==> src/rtl/fetch_stage.sv <==
// rtl/fetch_stage.sv - PC, imem req/valid handshake, IF/ID register with 1-entry skid, HLT stop
// Optional FETCH_PERF_CNT_EN adds saturating fetch_count/stall_count outputs.
module fetch_stage #(
  parameter logic [15:0] RESET_PC   = 16'h0000,
  parameter logic [3:0]  HLT_OPCODE = 4'hF
) (
  input  logic        clk,
  input  logic        rst_n,
  input  logic        stall,
  input  logic        redirect_valid,
  input  logic [15:0] redirect_pc,
  output logic        imem_req,
  output logic [15:0] imem_addr,
  input  logic        imem_valid,
  input  logic [15:0] imem_data,
  output logic        if_id_valid,
  output logic [15:0] if_id_instr,
  output logic [15:0] if_id_pc_plus2,
`ifdef FETCH_PERF_CNT_EN
  output logic [31:0] fetch_count,
  output logic [31:0] stall_count,
`endif
  output logic        halted
);

  typedef enum logic [1:0] {S_REQ = 2'd0, S_HOLD = 2'd1, S_HALT = 2'd2} state_t;

  state_t      state_q, state_d;
  logic [15:0] pc_q, pc_d;
  logic [15:0] addr_q, addr_d;
  logic        req_q, req_d;
  logic        kill_q, kill_d;
  logic        if_id_valid_q, if_id_valid_d;
  logic [15:0] if_id_instr_q, if_id_instr_d;
  logic [15:0] if_id_pc2_q, if_id_pc2_d;
  logic        skid_valid_q, skid_valid_d;
  logic [15:0] skid_instr_q, skid_instr_d;
  logic [15:0] skid_pc2_q, skid_pc2_d;

  logic        accept;
  logic        is_hlt;
  logic [15:0] fetch_pc2;

  // A word is only consumed when it answers a live (non-killed) request and no redirect overrides it.
  assign accept    = req_q && imem_valid && !kill_q && !redirect_valid;
  assign is_hlt    = (imem_data[15:12] == HLT_OPCODE);
  assign fetch_pc2 = addr_q + 16'd2;

  always_comb begin
    state_d       = state_q;
    pc_d          = pc_q;
    kill_d        = kill_q;
    if_id_valid_d = if_id_valid_q;
    if_id_instr_d = if_id_instr_q;
    if_id_pc2_d   = if_id_pc2_q;
    skid_valid_d  = skid_valid_q;
    skid_instr_d  = skid_instr_q;
    skid_pc2_d    = skid_pc2_q;

    if (redirect_valid) begin
      state_d       = S_REQ;
      pc_d          = redirect_pc & 16'hFFFE;
      kill_d        = req_q && !imem_valid;
      if_id_valid_d = 1'b0;
      skid_valid_d  = 1'b0;
    end else begin
      if (kill_q && imem_valid) begin
        kill_d = 1'b0;
      end
      if (!stall) begin
        if (skid_valid_q) begin
          if_id_valid_d = 1'b1;
          if_id_instr_d = skid_instr_q;
          if_id_pc2_d   = skid_pc2_q;
          skid_valid_d  = 1'b0;
          if (state_q == S_HOLD) begin
            state_d = S_REQ;
          end
        end else if (accept) begin
          if_id_valid_d = 1'b1;
          if_id_instr_d = imem_data;
          if_id_pc2_d   = fetch_pc2;
        end else begin
          if_id_valid_d = 1'b0;
        end
      end else if (accept) begin
        skid_valid_d = 1'b1;
        skid_instr_d = imem_data;
        skid_pc2_d   = fetch_pc2;
      end
      if (accept) begin
        pc_d = pc_q + 16'd2;
        if (is_hlt) begin
          state_d = S_HALT;
        end else if (stall) begin
          state_d = S_HOLD;
        end
      end
    end

    // While a killed request is in flight the old address must stay on the bus.
    req_d  = (state_d == S_REQ);
    addr_d = kill_d ? addr_q : pc_d;
  end

  always_ff @(posedge clk or negedge rst_n) begin
    if (!rst_n) begin
      state_q       <= S_REQ;
      pc_q          <= RESET_PC;
      addr_q        <= RESET_PC;
      req_q         <= 1'b0;
      kill_q        <= 1'b0;
      if_id_valid_q <= 1'b0;
      if_id_instr_q <= 16'h0000;
      if_id_pc2_q   <= 16'h0000;
      skid_valid_q  <= 1'b0;
      skid_instr_q  <= 16'h0000;
      skid_pc2_q    <= 16'h0000;
    end else begin
      state_q       <= state_d;
      pc_q          <= pc_d;
      addr_q        <= addr_d;
      req_q         <= req_d;
      kill_q        <= kill_d;
      if_id_valid_q <= if_id_valid_d;
      if_id_instr_q <= if_id_instr_d;
      if_id_pc2_q   <= if_id_pc2_d;
      skid_valid_q  <= skid_valid_d;
      skid_instr_q  <= skid_instr_d;
      skid_pc2_q    <= skid_pc2_d;
    end
  end

`ifdef FETCH_PERF_CNT_EN
  logic [31:0] fetch_cnt_q, stall_cnt_q;

  always_ff @(posedge clk or negedge rst_n) begin
    if (!rst_n) begin
      fetch_cnt_q <= 32'd0;
      stall_cnt_q <= 32'd0;
    end else begin
      if (accept && (fetch_cnt_q != 32'hFFFF_FFFF)) begin
        fetch_cnt_q <= fetch_cnt_q + 32'd1;
      end
      if (stall && if_id_valid_q && (stall_cnt_q != 32'hFFFF_FFFF)) begin
        stall_cnt_q <= stall_cnt_q + 32'd1;
      end
    end
  end

  assign fetch_count = fetch_cnt_q;
  assign stall_count = stall_cnt_q;
`endif

  assign imem_req       = req_q;
  assign imem_addr      = addr_q;
  assign if_id_valid    = if_id_valid_q;
  assign if_id_instr    = if_id_instr_q;
  assign if_id_pc_plus2 = if_id_pc2_q;
  assign halted         = (state_q == S_HALT);

endmodule

==> config.mk <==
export PLATFORM = sky130hd
export DESIGN_NAME = fetch_stage
export DESIGN_NICKNAME = d
export VERILOG_FILES = /design/src/rtl/fetch_stage.sv
export SDC_FILE = /design/constraint.sdc
export NUM_CORES = 1
export LEC_CHECK = 0
export BUFFER_PORTS_ARGS = -buffer_cell sky130_fd_sc_hd__buf_2
export CORE_UTILIZATION = 49
export DETAILED_ROUTE_END_ITERATION = 10
export PLACE_DENSITY = 0.84
export SYNTH_ARGS = -nofsm -noshare
export SYNTH_HDL_FRONTEND = slang
export SYNTH_SLANG_ARGS = --single-unit
==> constraint.sdc <==
create_clock -name clk -period 1.6 [get_ports clk]
set_input_delay 0.08 -clock clk [delete_from_list [all_inputs] [get_ports clk]]
set_output_delay 0.08 -clock clk [all_outputs]
set_load 0.1 [all_outputs]
# Word level (Yosys, flattened, before mapping)
# Cells that the tools add are included.
# op_classes
n_mux	22
reduce_logical	12
n_eq_ne	5
bitwise	2
n_addsub	2
# ops
operator	n
16-bit two-way mux	6
16-bit by 2-bit adder with 16-bit output, second input constant	2
2-bit two-way mux	7
1-bit two-way mux	9
3-bit AND reduction	2
1-bit logical AND	5
4-bit equality test, second input constant	1
1-bit zero test	3
3-bit by 1-bit != test with 1-bit output, second input constant	1
2-bit by 1-bit equality test with 1-bit output, second input constant	1
2-bit equality test, second input constant	1
2-bit zero test	1
2-bit by 1-bit != test with 1-bit output, second input constant	1
1-bit NOT	2
2-bit nonzero test	1
# word_totals
elab_cells	54
regBits	102

# Depth between registers and ports, before layout
# depth
depth_word	9
depth_mapped	7
depth_no_buf	6

# Worst setup path before layout
# No wires, ideal clock.
# synth_timing
path_type	register to register
from	reg req_q (netlist: imem_req)
to	reg addr_q[8] (netlist: imem_addr[8])
path_stages_with_launch	6
slack_ns	-0.754
arrival_ns	2.228
path_buffers	0
setup_ns	0.126
path_cell_list	dfrtp_1 > nand3b_4 > or4_4 > xor2_1 > o21ai_2 > mux2_2
# synth_via
elab_chain_len	5
elab_cells_between_ends	7
cone_classes	mux: 3; reduce/logical: 4
# synth_rtl
element	line	source
start: declaration	31	logic req_q, req_d;
start signal: assignment	123	req_q <= req_d;
1-bit logical AND (3 in series)	45	assign accept = req_q && imem_valid && !kill_q && !redirect_valid;
16-bit two-way mux	91	if (accept) begin
16-bit two-way mux	60	if (redirect_valid) begin
named net pc_d[8]	29	logic [15:0] pc_q, pc_d;
end signal: assignment	122	addr_q <= addr_d;
end: declaration	30	logic [15:0] addr_q, addr_d;
# The timed path passes the listed nets, and every way through them passes these cells.
# A chain may end at the register's enable or synchronous reset.

# Final worst setup path
# layout_timing
from	reg kill_q
to	reg addr_q[11] (netlist: imem_addr[11])
# layout_via
elab_chain_len	5
elab_cells_between_ends	8
cone_classes	mux: 4; reduce/logical: 4
# layout_rtl
element	line	source
start: declaration	32	logic kill_q, kill_d;
start signal: assignment	124	kill_q <= kill_d;
1-bit zero test	45	
1-bit logical AND (2 in series)	45	
16-bit two-way mux	91	
16-bit two-way mux	60	
named net pc_d[11]	29	
# The timed path passes the listed nets, and every way through them passes these cells.

==> summary.md <==
| Metric | Value |
|---|---|
| First-pass GRT wire length | approximately 21 mm |
| Reg2reg path depth | 6 |
| Outcome | complete, but fails checks |
| Mapped Avg Cell Area | 10.9 um2 |
| Clock Latency Late Sink | between 0.3 and 0.4 ns |
| Worst-path maximum fanout | 5 |
| P&R area growth vs syn | 49.0% |
| Least-Margin Pin Slew | 0.506 ns |
| Drt drc | 0 |
| HP Class | primary input to flop |
| Required @ worst endpoint | between 1.5 and 2 ns |
| Hold path depth | 2 |
| Final wirelength | roughly 14 mm |
| Post-Synth Adder-Cell Area | less than 1% |
| Share of layout cells above drive strength 1 | roughly half |
| Ports | between 80 and 90 |
| Post-DP HPWL | roughly 7.6 mm |
| Die Height | ~100 um |
| Simple-Gate Fraction of Synth Area | 15.9% |
| Reg-to-Reg End | imem_addr[11]$_DFFE_PN0N_ |
| Pwr per Cell Area | roughly 1400 nW/um2 |
| Clock slew at reported path FFs | ~0.1 ns |
| Vias per cell | approximately 5.6 |
| Core Area | 9240 um2 |
| Failing checks | hold timing, setup timing |
| Starting Density | around half |
| Clk buf depth | 2 |
| Commonest cells after routing, fill and taps aside | dfrtp_1, buf_2, buf_4 |
| Via count of the first global-routing pass | 4180 |
| Worst path cell trace | and3b_2 > buf_6 > nand4_1 > xnor2_1 > mux2_2 > mux2_2 |
| Worst Skew | 0.0169 ns |
| Cell repeated most along the worst path | mux2_2 |
| Final setup TNS | -6.22 ns |
| Fin util | between 70 and 80% |
| Pin count of the biggest net entering global routing | 34 |
| Critical path's largest stage delay | roughly 0.4 ns |
| Peak VDD IR | ~1000 uV |
| Pre-antenna DRT Iters | 4 |
| Hold endpoint | pc_q[11]$_DFF_PN0_ |
| Post-route ant nets | 0 |
| # setup viols final | 78 |
| Post-synthesis compound-gate area fraction | a little over 9% |
| Final period util | 112% |
| Synth Register Bits | between 100 and 150 |
| Final Hold Vio Count | 1 |
| WP data arrival | between 2 and 2.5 ns |
| Most common cell after layout, fill and taps aside | dfrtp_1 |
| FILL cells | roughly 560 |
| R2R setup slack | -0.19 ns |
| H-tree Lvls | 3 |
| Crit path time final | ~1.8 ns |
| Largest family of logic cells by synthesized area | simple AND/OR/NAND/NOR gates |
| Sequential share of the synthesized area | ~55% |
| Netlist cell types | 47 |
| Mapped cell area | 4670 um2 |
| Post-synth ARST share | 100% |
| Starting DRT DRC Count | approximately 180 |
| CTS tree | done |
| Leakage power figure | 3.13 nW |
| Root buffer cell | clkbuf_8 |
| Post-Syn Instances | between 400 and 500 |
| Total power | between 0.009 and 0.01 W |
| Wirelength per Cell | slightly below 20 um |
| Origin of the critical flop-to-flop path | kill_q$_DFF_PN0_ |
| Synth warn | 0 |
| Post-route setup slack | -0.187 ns |
| Total GRT Usage | 27.1% |
| Via count | 4106 |
| Overflow after GRT | 0 |
| RSZ-0062 raised after global routing | true |
| CP max-delay cell | dfrtp_1 |
| Max Clk Rate | between 500 and 600 MHz |
| EDFF count, synth | 0 |
| Max_slew headroom | between 60% and 70% |
| Nets | between 600 and 700 |
| Slew Viols, Final | 0 |
| ANT cells | 0 |
| Max Cap Violations | 0 |
| CTS Buf Count | 9 |
| Initial antenna violation count | 0 |
| Die area | a little under 10000 um2 |
| Port-buffer cells | between 80 and 90 |
| Hold-fix buffers, CTS | 27 |
| CP Class | flop to flop |
| Critical path startpoint category | flop |
| CP endpoint kind | flop |
| Hold path start | redirect_pc[11] |
| # rows | 35 |
| Routability Congestion | roughly 0.83 |
| Die Width | ~100 um |
| XOR/XNOR Fraction of Synth Area | between 4 and 5% |
| TritonCTS Sinks | a little over 100 |
| Post-Place Setup Slack | -0.193 ns |
| WHS | -0.0185 ns |
| Main synth FF type | dfrtp_1 |
| Multiplexer share of the synthesized area | roughly an eighth |
| Post-Syn Nets | 469 |
-- how the worst max path moves through the flow --
stage               slack (ns)                         to                from
global placement         -0.11  imem_addr[11]$_DFFE_PN0N_    kill_q$_DFF_PN0_
global route             -0.21  imem_addr[11]$_DFFE_PN0N_    kill_q$_DFF_PN0_
floorplan                -0.33   imem_addr[8]$_DFFE_PN0N_  imem_req$_DFF_PN0_
finish                   -0.19  imem_addr[11]$_DFFE_PN0N_    kill_q$_DFF_PN0_
CTS                      -0.16  imem_addr[11]$_DFFE_PN0N_   pc_q[1]$_DFF_PN0_
detailed placement       -0.19  imem_addr[11]$_DFFE_PN0N_    kill_q$_DFF_PN0_
-- synth_stat cells, types with 2 or more instances --
library cell  instances  share of area [%]
dfrtp_1             102                 55
nand2_1              52                4.2
o21ai_0              37                4.0
mux2_2               35                8.4
nor2_1               34                2.7
a21oi_1              22                2.4
mux2i_1              21                4.5
clkbuf_1             13                1.0
nand3_1              13                1.4
xnor2_1              13                2.4
nand4_1              10                1.3
xor2_1               10                1.9
and3_1                7               0.94
buf_2                 7               0.75
o211ai_1              5               0.80
nor2b_1               4               0.54
nor3_1                4               0.43
inv_1                 3               0.24
nand2b_1              3               0.40
o31ai_1               3               0.48
buf_4                 2               0.32
ha_1                  2               0.54
nand3b_1              2               0.32
nor4b_1               2               0.38
or3_1                 2               0.27
-- stage by stage --
step	area [um2]	instances	hold slack, ns
after global placement	5560	657	0.0385
after CTS	6470	720	-0.0320
after global routing	6960	731	-0.0280
after floorplan	4810	430	-0.216
final	6960	731	-0.0185
after detailed placement	5560	657	0.0471
-- critical path: cells and delay by family (launching register included) --
kind | cells | cell delay, ns
XOR/XNOR | 1 | 0.16
flip-flops | 1 | 0.40
multiplexers | 2 | 0.54
buffers and inverters | 1 | 0.14
AND/OR/NAND/NOR | 2 | 0.45
-- state kept, by name (all words and copies together), names as in the netlist --
name / count
pc_q: 16
state_q: 2
skid_instr_q: 16
if_id_pc_plus2: 16
imem_addr: 16
skid_pc2_q: 16
skid_valid_q: 1
if_id_valid: 1
if_id_instr: 16
imem_req: 1
kill_q: 1
-- metal layers --
layer | track usage, % | routed length, um | share of wire, %
met5 | 0 | 0 | 0
met4 | 9.16 | 474 | 3.3
met3 | 5.13 | 664 | 4.6
met2 | 49.5 | 7570 | 53
met1 | 31.9 | 5590 | 39
-- power breakdown --
part	switching (W)	internal, W	total (W)
clock	0.000939	0.000585	0.00152
sequential	0.000516	0.00319	0.00370
combinational	0.00327	0.00127	0.00454
total	0.00473	0.00504	0.00977
-- layout make-up --
| type | instances | area [um2] | area share (%) |
|---|---|---|---|
| tap | 129 | 161 | 2.32 |
| multi-input combinational | 302 | 2530 | 36.4 |
| sequential | 102 | 2590 | 37.3 |
| clock buffer | 9 | 124 | 1.78 |
| timing repair buffer | 180 | 1480 | 21.2 |
| clock inverter | 6 | 53.8 | 0.774 |
| inverter | 3 | 11.3 | 0.162 |
-- cells by family after synthesis --
logic type,after synthesis
mux,56
buf+inv,26
xor+xnor,23
flops,102
simple gates,145
compound gates,76
fa+ha+maj,2
-- timing repair --
action                                  CTS  global route
cloned                                    5             4
pin swaps                                46            39
buffers inserted                         16            11
hold endpoints to repair                 62             1
resized for setup                        67            78
endpoints found under the setup margin   48            81
No activity file was read; power rests on OpenSTA's default activity.
